File: config.mk
export PLATFORM = sky130hd
export DESIGN_NAME = mem_rq_seq
export DESIGN_NICKNAME = d
export VERILOG_FILES = /design/src/rtl/mem_rq_seq.sv
export SDC_FILE = /design/constraint.sdc
export NUM_CORES = 1
export LEC_CHECK = 0
export CAP_MARGIN = 20
export CELL_PAD_IN_SITES_DETAIL_PLACEMENT = 1
export CELL_PAD_IN_SITES_GLOBAL_PLACEMENT = 1
export CORE_ASPECT_RATIO = 0.6
export CORE_UTILIZATION = 30
export CTS_BUF_LIST = sky130_fd_sc_hd__clkbuf_8
export DETAILED_ROUTE_END_ITERATION = 10
export PLACE_DENSITY = 0.66
export SLEW_MARGIN = 5
export SYNTH_ARGS = -nofsm -noshare
export SYNTH_HDL_FRONTEND = slang
export SYNTH_SLANG_ARGS = --single-unit
export TNS_END_PERCENT = 1
File: constraint.sdc
create_clock -name clk -period 3.2 [get_ports clk]
set_input_delay 0.48 -clock clk [delete_from_list [all_inputs] [get_ports clk]]
set_output_delay 0.48 -clock clk [all_outputs]
set_load 0.1 [all_outputs]
File: src/rtl/mem_rq_seq.sv
// MBox memory request sequencer: accepts a quadword read/write request, starts the bus, then tracks acknowledge and data words.
// Optional watchdog abort enabled by defining MEM_RQ_SEQ_TIMEOUT_EN.
module mem_rq_seq (
  input  logic       clk,
  input  logic       RESET_L,
  input  logic       RQ_VALID,
  input  logic       RQ_RD,
  input  logic       RQ_WR,
  input  logic [3:0] RQ_WORDS,
  output logic       RQ_READY,
  input  logic       SBUS_ACKN,
  input  logic       SBUS_DATA_VALID,
  input  logic       NXM_ACKN,
  output logic       MEM_START_A,
  output logic       MEM_START_B,
  output logic       RQ_HOLD_FF,
  output logic       ACKN_PULSE,
  output logic       CORE_RD_IN_PROG,
  output logic       A_CHANGE_COMING_IN,
  output logic [1:0] WD_SEL,
  output logic       DONE,
  output logic       DONE_NXM,
  output logic       TIMEOUT_ERR
);

  localparam int unsigned MASK_W  = 4;
  localparam int unsigned SEL_W   = 2;
  localparam int unsigned PHASE_W = 2;

  typedef enum logic [2:0] {S_IDLE, S_START, S_WAIT_ACK, S_DATA, S_DONE} state_t;

  state_t              state_q, state_d;
  logic                rd_q, rd_d, wr_q, wr_d;
  logic [MASK_W-1:0]   mask_q, mask_d;
  logic [PHASE_W-1:0]  phase_q, phase_d;
  logic                ready_q, ready_d, start_a_q, start_a_d, start_b_q, start_b_d;
  logic                hold_q, hold_d, ackn_q, ackn_d, core_rd_q, core_rd_d;
  logic                a_change_q, a_change_d, done_q, done_d, done_nxm_q, done_nxm_d;
  logic [SEL_W-1:0]    wd_sel_q, wd_sel_d;

`ifdef MEM_RQ_SEQ_TIMEOUT_EN
  localparam int unsigned WDOG_W = 8;
  localparam logic [WDOG_W-1:0] WDOG_LAST = WDOG_W'(254);
  logic [WDOG_W-1:0] wdog_q, wdog_d;
  logic              timeout_q, timeout_d;
`endif

  // Index of the lowest set bit; the next word the memory will return
  function automatic logic [SEL_W-1:0] lowest_bit(input logic [MASK_W-1:0] m);
    lowest_bit = '0;
    for (int i = MASK_W - 1; i >= 0; i--)
      if (m[i]) lowest_bit = SEL_W'(i);
  endfunction

  always_comb begin
    state_d    = state_q;
    rd_d       = rd_q;
    wr_d       = wr_q;
    mask_d     = mask_q;
    ackn_d     = 1'b0;
    done_nxm_d = 1'b0;
`ifdef MEM_RQ_SEQ_TIMEOUT_EN
    wdog_d     = wdog_q;
    timeout_d  = 1'b0;
`endif
    case (state_q)
      S_IDLE: begin
        // Gate on the registered ready so nothing is taken while RQ_READY reads 0
        if (ready_q && RQ_VALID) begin
          rd_d   = RQ_RD;
          wr_d   = RQ_WR;
          mask_d = RQ_WORDS;
          state_d = ((RQ_RD || RQ_WR) && (RQ_WORDS != '0)) ? S_START : S_DONE;
        end
      end
      S_START: begin
        state_d = S_WAIT_ACK;
`ifdef MEM_RQ_SEQ_TIMEOUT_EN
        wdog_d  = '0;
`endif
      end
      S_WAIT_ACK: begin
        if (SBUS_ACKN) begin
          ackn_d  = 1'b1;
          state_d = rd_q ? S_DATA : S_DONE;
        end else if (NXM_ACKN) begin
          done_nxm_d = 1'b1;
          state_d    = S_DONE;
        end else begin
`ifdef MEM_RQ_SEQ_TIMEOUT_EN
          if (wdog_q == WDOG_LAST) begin
            timeout_d = 1'b1;
            state_d   = S_DONE;
          end else begin
            wdog_d = wdog_q + WDOG_W'(1);
          end
`endif
        end
      end
      S_DATA: begin
        if (SBUS_DATA_VALID) begin
          mask_d = mask_q & ~MASK_W'(4'b0001 << wd_sel_q);
          if (mask_d == '0) state_d = S_DONE;
`ifdef MEM_RQ_SEQ_TIMEOUT_EN
          wdog_d = '0;
        end else if (wdog_q == WDOG_LAST) begin
          timeout_d = 1'b1;
          state_d   = S_DONE;
        end else begin
          wdog_d = wdog_q + WDOG_W'(1);
`endif
        end
      end
      S_DONE:  state_d = S_IDLE;
      default: state_d = S_IDLE;
    endcase

    // Outputs are registered images of the state being entered
    ready_d   = (state_d == S_IDLE);
    hold_d    = (state_d != S_IDLE);
    start_a_d = ((state_d == S_START) || (state_d == S_WAIT_ACK)) && rd_d;
    start_b_d = ((state_d == S_START) || (state_d == S_WAIT_ACK)) && wr_d;
    core_rd_d = (state_d == S_DATA);
    done_d    = (state_d == S_DONE);
    wd_sel_d  = (state_d == S_DATA) ? lowest_bit(mask_d) : '0;

    if ((state_d == S_START) || (state_d == S_IDLE)) phase_d = '0;
    else if (hold_q)                                 phase_d = phase_q + PHASE_W'(1);
    else                                             phase_d = phase_q;
    a_change_d = (phase_d == PHASE_W'(3));
  end

  always_ff @(posedge clk) begin
    if (!RESET_L) begin
      state_q    <= S_IDLE;
      rd_q       <= 1'b0;
      wr_q       <= 1'b0;
      mask_q     <= '0;
      phase_q    <= '0;
      ready_q    <= 1'b0;
      start_a_q  <= 1'b0;
      start_b_q  <= 1'b0;
      hold_q     <= 1'b0;
      ackn_q     <= 1'b0;
      core_rd_q  <= 1'b0;
      a_change_q <= 1'b0;
      wd_sel_q   <= '0;
      done_q     <= 1'b0;
      done_nxm_q <= 1'b0;
`ifdef MEM_RQ_SEQ_TIMEOUT_EN
      wdog_q     <= '0;
      timeout_q  <= 1'b0;
`endif
    end else begin
      state_q    <= state_d;
      rd_q       <= rd_d;
      wr_q       <= wr_d;
      mask_q     <= mask_d;
      phase_q    <= phase_d;
      ready_q    <= ready_d;
      start_a_q  <= start_a_d;
      start_b_q  <= start_b_d;
      hold_q     <= hold_d;
      ackn_q     <= ackn_d;
      core_rd_q  <= core_rd_d;
      a_change_q <= a_change_d;
      wd_sel_q   <= wd_sel_d;
      done_q     <= done_d;
      done_nxm_q <= done_nxm_d;
`ifdef MEM_RQ_SEQ_TIMEOUT_EN
      wdog_q     <= wdog_d;
      timeout_q  <= timeout_d;
`endif
    end
  end

  assign RQ_READY           = ready_q;
  assign MEM_START_A        = start_a_q;
  assign MEM_START_B        = start_b_q;
  assign RQ_HOLD_FF         = hold_q;
  assign ACKN_PULSE         = ackn_q;
  assign CORE_RD_IN_PROG    = core_rd_q;
  assign A_CHANGE_COMING_IN = a_change_q;
  assign WD_SEL             = wd_sel_q;
  assign DONE               = done_q;
  assign DONE_NXM           = done_nxm_q;
`ifdef MEM_RQ_SEQ_TIMEOUT_EN
  assign TIMEOUT_ERR        = timeout_q;
`else
  assign TIMEOUT_ERR        = 1'b0;
`endif

endmodule

# After elaboration in Yosys (flattened, before gate mapping)
# Cells that the tools add are included.
dict set report totals {
  latchBits 0
  n_memories 0
  mem_bits_rw 0
  rom_bits 0
  regBits 22
}
dict set report classes {
  order_cmp 0
  n_reduce_logical 16
  mul 0
  div_mod_pow 0
  n_shift 1
  n_addsub 1
  mux 22
  eq_ne 8
  bitwise 5
}
# cell count
set ops {}
lappend ops {{3-bit two-way mux} 7}
lappend ops {{3-bit by 2-bit == test with 1-bit output, second input constant} 4}
lappend ops {{3-bit case mux with 4 select lines} 1}
lappend ops {{2-bit two-way mux} 4}
lappend ops {{4-bit two-way mux} 2}
lappend ops {{4-bit case mux with 2 select lines} 1}
lappend ops {{1-bit two-way mux} 7}
lappend ops {{3-bit by 1-bit == test with 1-bit output, second input constant} 2}
lappend ops {{3-bit logical NOT} 2}
lappend ops {{3-bit OR reduction} 2}
lappend ops {{4-bit bitwise AND} 1}
lappend ops {{1-bit logical AND} 4}
lappend ops {{4-bit logical NOT} 1}
lappend ops {{4-bit inverter} 1}
lappend ops {{4-bit nonzero test} 1}
lappend ops {{4-bit OR reduction} 1}
lappend ops {{1-bit by 2-bit left shift with 4-bit output, first input constant} 1}
lappend ops {{3-bit == test, second input constant} 1}
lappend ops {{1-bit logical OR} 3}
lappend ops {{1-bit inverter} 3}
lappend ops {{3-bit nonzero test} 1}
lappend ops {{2-bit by 1-bit adder with 2-bit output, second input constant} 1}
lappend ops {{2-bit == test, second input constant} 1}
lappend ops {{2-bit AND reduction} 1}

# Logic depth before layout (Yosys ltp)
dict set report logic_depth {
  ltp_word 11
  ltp_mapped 6
}

# Worst setup path before layout
# Ideal clock, no wire load.
dict set report synth_timing {
  path_kind {register to register}
  start {register wd_sel_q[1] (netlist: WD_SEL[1])}
  end {register ready_q (netlist: RQ_READY)}
  arrival_time_ns 2.112
  slack_ns 0.951
  path_stages_with_launch 6
  period_less_slack_ns 2.249
  setup_time_ns 0.137
  required_ns 3.063
  n_path_buf 0
  path_cell_list {dfxtp_1 -> mux2_4 -> nor3b_4 -> o21ai_2 -> o311ai_2 -> nor4b_1}
}
dict set report synth_between {
  elab_chain_len 8
}
# element line_no
set synth_lines {}
lappend synth_lines {{start, declared} 39} ;# logic [SEL_W-1:0] wd_sel_q, wd_sel_d;
lappend synth_lines {{start signal, assigned} 167} ;# wd_sel_q <= wd_sel_d;
lappend synth_lines {{1-bit by 2-bit left shift with 4-bit output} 102} ;# mask_d = mask_q & ~MASK_W'(4'b0001 << wd_sel_q);
lappend synth_lines {{4-bit inverter} 102}
lappend synth_lines {{4-bit bitwise AND} 102}
lappend synth_lines {{4-bit logical NOT} 103} ;# if (mask_d == '0) state_d = S_DONE;
lappend synth_lines {{3-bit two-way mux} 103}
lappend synth_lines {{3-bit two-way mux} 101} ;# if (SBUS_DATA_VALID) begin
lappend synth_lines {{3-bit case mux with 4 select lines} 66} ;# case (state_q)
lappend synth_lines {{3-bit logical NOT} 119} ;# ready_d = (state_d == S_IDLE);
lappend synth_lines {{end signal, assigned} 160} ;# ready_q <= ready_d;
lappend synth_lines {{end, declared} 36} ;# logic ready_q, ready_d, start_a_q, start_a_d, start_b_q, start_b_d;
# Every way passes these cells.
# A chain may end at the register's enable or synchronous reset.

# Final worst setup path
dict set report layout_timing {
  start {register ready_q (netlist: RQ_READY)}
  end {output RQ_READY}
}
# element line_no
set layout_lines {}
lappend layout_lines {{end, declared} 10} ;# output logic RQ_READY,
# No word-level cell between the ends.

==> flow_summary.ini <==
[run_status]
outcome = finished clean

[global_route]
grt_pass1_vias = 845
grt_overflow = 0
grt_usage = 0.157
grt_pass1_wl_um = 4310
antenna_found_initial = 0
grt_max_degree = 14

[placement]
portBuffers = 22
dp_hpwl_um = 2150
place_ws_ns = 0.931
placed_area_um2 = 1290
place_congestion = 0.863

[cts]
cts_sinks = 22
post-cts-setup-buffers = 0
numCtsBuffers = 3
clk_latency_ns = 0.26
postCtsResizedCells = 0
cts-root-buf = clkbuf_8
cts_hold_buf = 0
cts_tree = done
clk_pin_slew_ns = 0.08
cts_max_level = 1
clockBufferDepth = 2

[timing]
worst_pin_slew_ns = 0.976
maxSlewViolCount = 0
setup_violations = 0
max_freq_mhz = 453
layout_setup_ws_ns = 0.991
final_hold_viol_count = 0
slew-limit-headroom = 0.347
worst_clock_skew_ns = 0.00570
rsz0062_at_grt = no
period_minus_slack_ns = 2.21
period_share = 0.690
finalSetupTns_ns = 0

[layout]
nFillCells = 374
stdcell_area_um2 = 1360
n_antenna_cell = 0
multi_input_area_um2 = 567
final_cell_mix = dfxtp_1, clkdlybuf4s50_1, nor2_1
drive_gt1_frac = 0.150
layout-area-overhead-vs-synth_pct = 30.1
regArea_um2 = 440
final_common_cell = dfxtp_1
layout.nets = 146

[floorplan]
die-area_um2 = 3730
coreArea_um2 = 3280
num_io_pins = 24
rows = 16
die_w_um = 78.2
start_util = 0.318
die_h_um = 47.7

[critical_path]
path_buf_inv = 1
slowest_stage = clkdlybuf4s50_1
startpoint = RQ_READY
endpoint = RQ_READY
cp.required_ns = 2.72
crit_family = buffers and inverters
rrSetupSlack_ns = 1.35
path_cells = clkdlybuf4s50_1
startpoint_type = flip-flop
end_kind = output pin
crit_type = reg2out
arrival_ns = 1.73
regToRegEndpoint = RQ_READY
crit_fanout = 2
max_stage_delay_ns = 1.13
path_depth = 1
rr_worst_depth = 5
timing.rr.start = WD_SEL[1]

[detailed_routing]
wl_per_cell_um = 15.2
drtIter0Drc = 56
drt_pre_antenna_iters = 4
remaining_drc_errors = 0
wirelength_um = 2700
via_per_inst = 5.12
vias = 912
postRouteAntennaNets = 0

[logic_synthesis]
syn_area_per_cell_um2 = 9.41
synthCells = 111
synth_area_leader_cell = dfxtp_1
yosys.area_share.adder = 0
synthXorXnorAreaFrac = 0.0168
synth_top_area_share = 0.422
synth_ff_type = dfxtp_1
ys_warn_count = 0
ys_ff_latch = 22
synth-simple-area-share = 0.262
muxShareOfSynthArea = 0.0335
ys_top_cells_by_area = dfxtp_1, nor2_1, nor4_2
synth_top_family_by_area = simple AND/OR/NAND/NOR gates
synth-edff-count = 0
syn_nets = 123
synth-compound-area-share = 0.226
synth_seq_area_share = 0.422
synthArstFlopShare = 0
synth_area_um2 = 1040
synth_cell_type_count = 38

[pwr]
powerDensity_nw_per_um2 = 497
p_leak_nw = 0.501
ir_drop_v = 0.000149

[flow_run]
max_cap_violations = 0

[worst_hold_path]
hp-class = reg2reg
through the flow:
| step | total power, mW | hold WS (ns) | cells | util |
|---|---|---|---|---|
| after floorplan | 0.385 | 0.436 | 111 | - |
| after global placement | 0.421 | 0.460 | 174 | 0.392 |
| after detailed placement | 0.423 | 0.460 | 174 | 0.392 |
| after CTS | 0.682 | 0.473 | 178 | 0.414 |
| after global routing | 0.701 | 0.496 | 178 | 0.414 |
| final | 0.676 | 0.465 | 178 | 0.414 |
Yosys cell counts, types with 3 or more instances:
cell type  instances
dfxtp_1           22
nor2_1            16
nand2_1            7
a21oi_1            6
o21ai_0            6
and2_1             5
buf_4              3
inv_1              3
nor4_1             3
nor4_2             3
flip-flops by register name, indices dropped and copies added (netlist names), 2 cells and up:
register  count
state_q       3
phase_q       2
WD_SEL        2
mask_q        4
metal layers:
layer | wire [um] | global-route usage | vias to the layer above
li1 | - | - | 450
met2 | 1040 | 0.228 | 19
met3 | 114 | 0.0438 | 2
met5 | 0 | 0 | -
met1 | 1530 | 0.237 | 441
met4 | 13 | 0.0111 | 0
cell type report:
cell class,count,area share
repair buffers,22,0.157
multi-input cells,82,0.417
well taps,45,0.0414
flip-flops and latches,22,0.324
inverters,3,0.00829
clock buffers,3,0.0304
clock inverters,1,0.0221
how the worst min path moves through the flow:
| stage | start | to | slack [ns] | depth (start not counted) |
|---|---|---|---|---|
| after global placement | phase_q[1] | A_CHANGE_COMING_IN | 0.46 | 2 |
| after detailed placement | phase_q[1] | A_CHANGE_COMING_IN | 0.46 | 2 |
| after global routing | phase_q[1] | A_CHANGE_COMING_IN | 0.50 | 2 |
| final | phase_q[1] | A_CHANGE_COMING_IN | 0.47 | 2 |
| after CTS | phase_q[1] | A_CHANGE_COMING_IN | 0.47 | 2 |
| after floorplan | phase_q[1] | A_CHANGE_COMING_IN | 0.44 | 2 |
cells by family (layout without fill, tap and decap cells):
group                  Yosys count  count (layout)
flip-flops                      22              22
AND/OR/NAND/NOR                 46              46
multiplexers                     3               3
other                            1               1
buffers and inverters            7              29
AO/OA/AOI/OAI                   30              30
XOR/XNOR                         2               2
where the power goes:
group | switching [mW] | total [mW] | internal (mW)
clock network | 0.0912 | 0.258 | 0.167
logic | 0.0783 | 0.122 | 0.0439
registers | 0.0115 | 0.295 | 0.284
(Power assumes the default switching activity.)
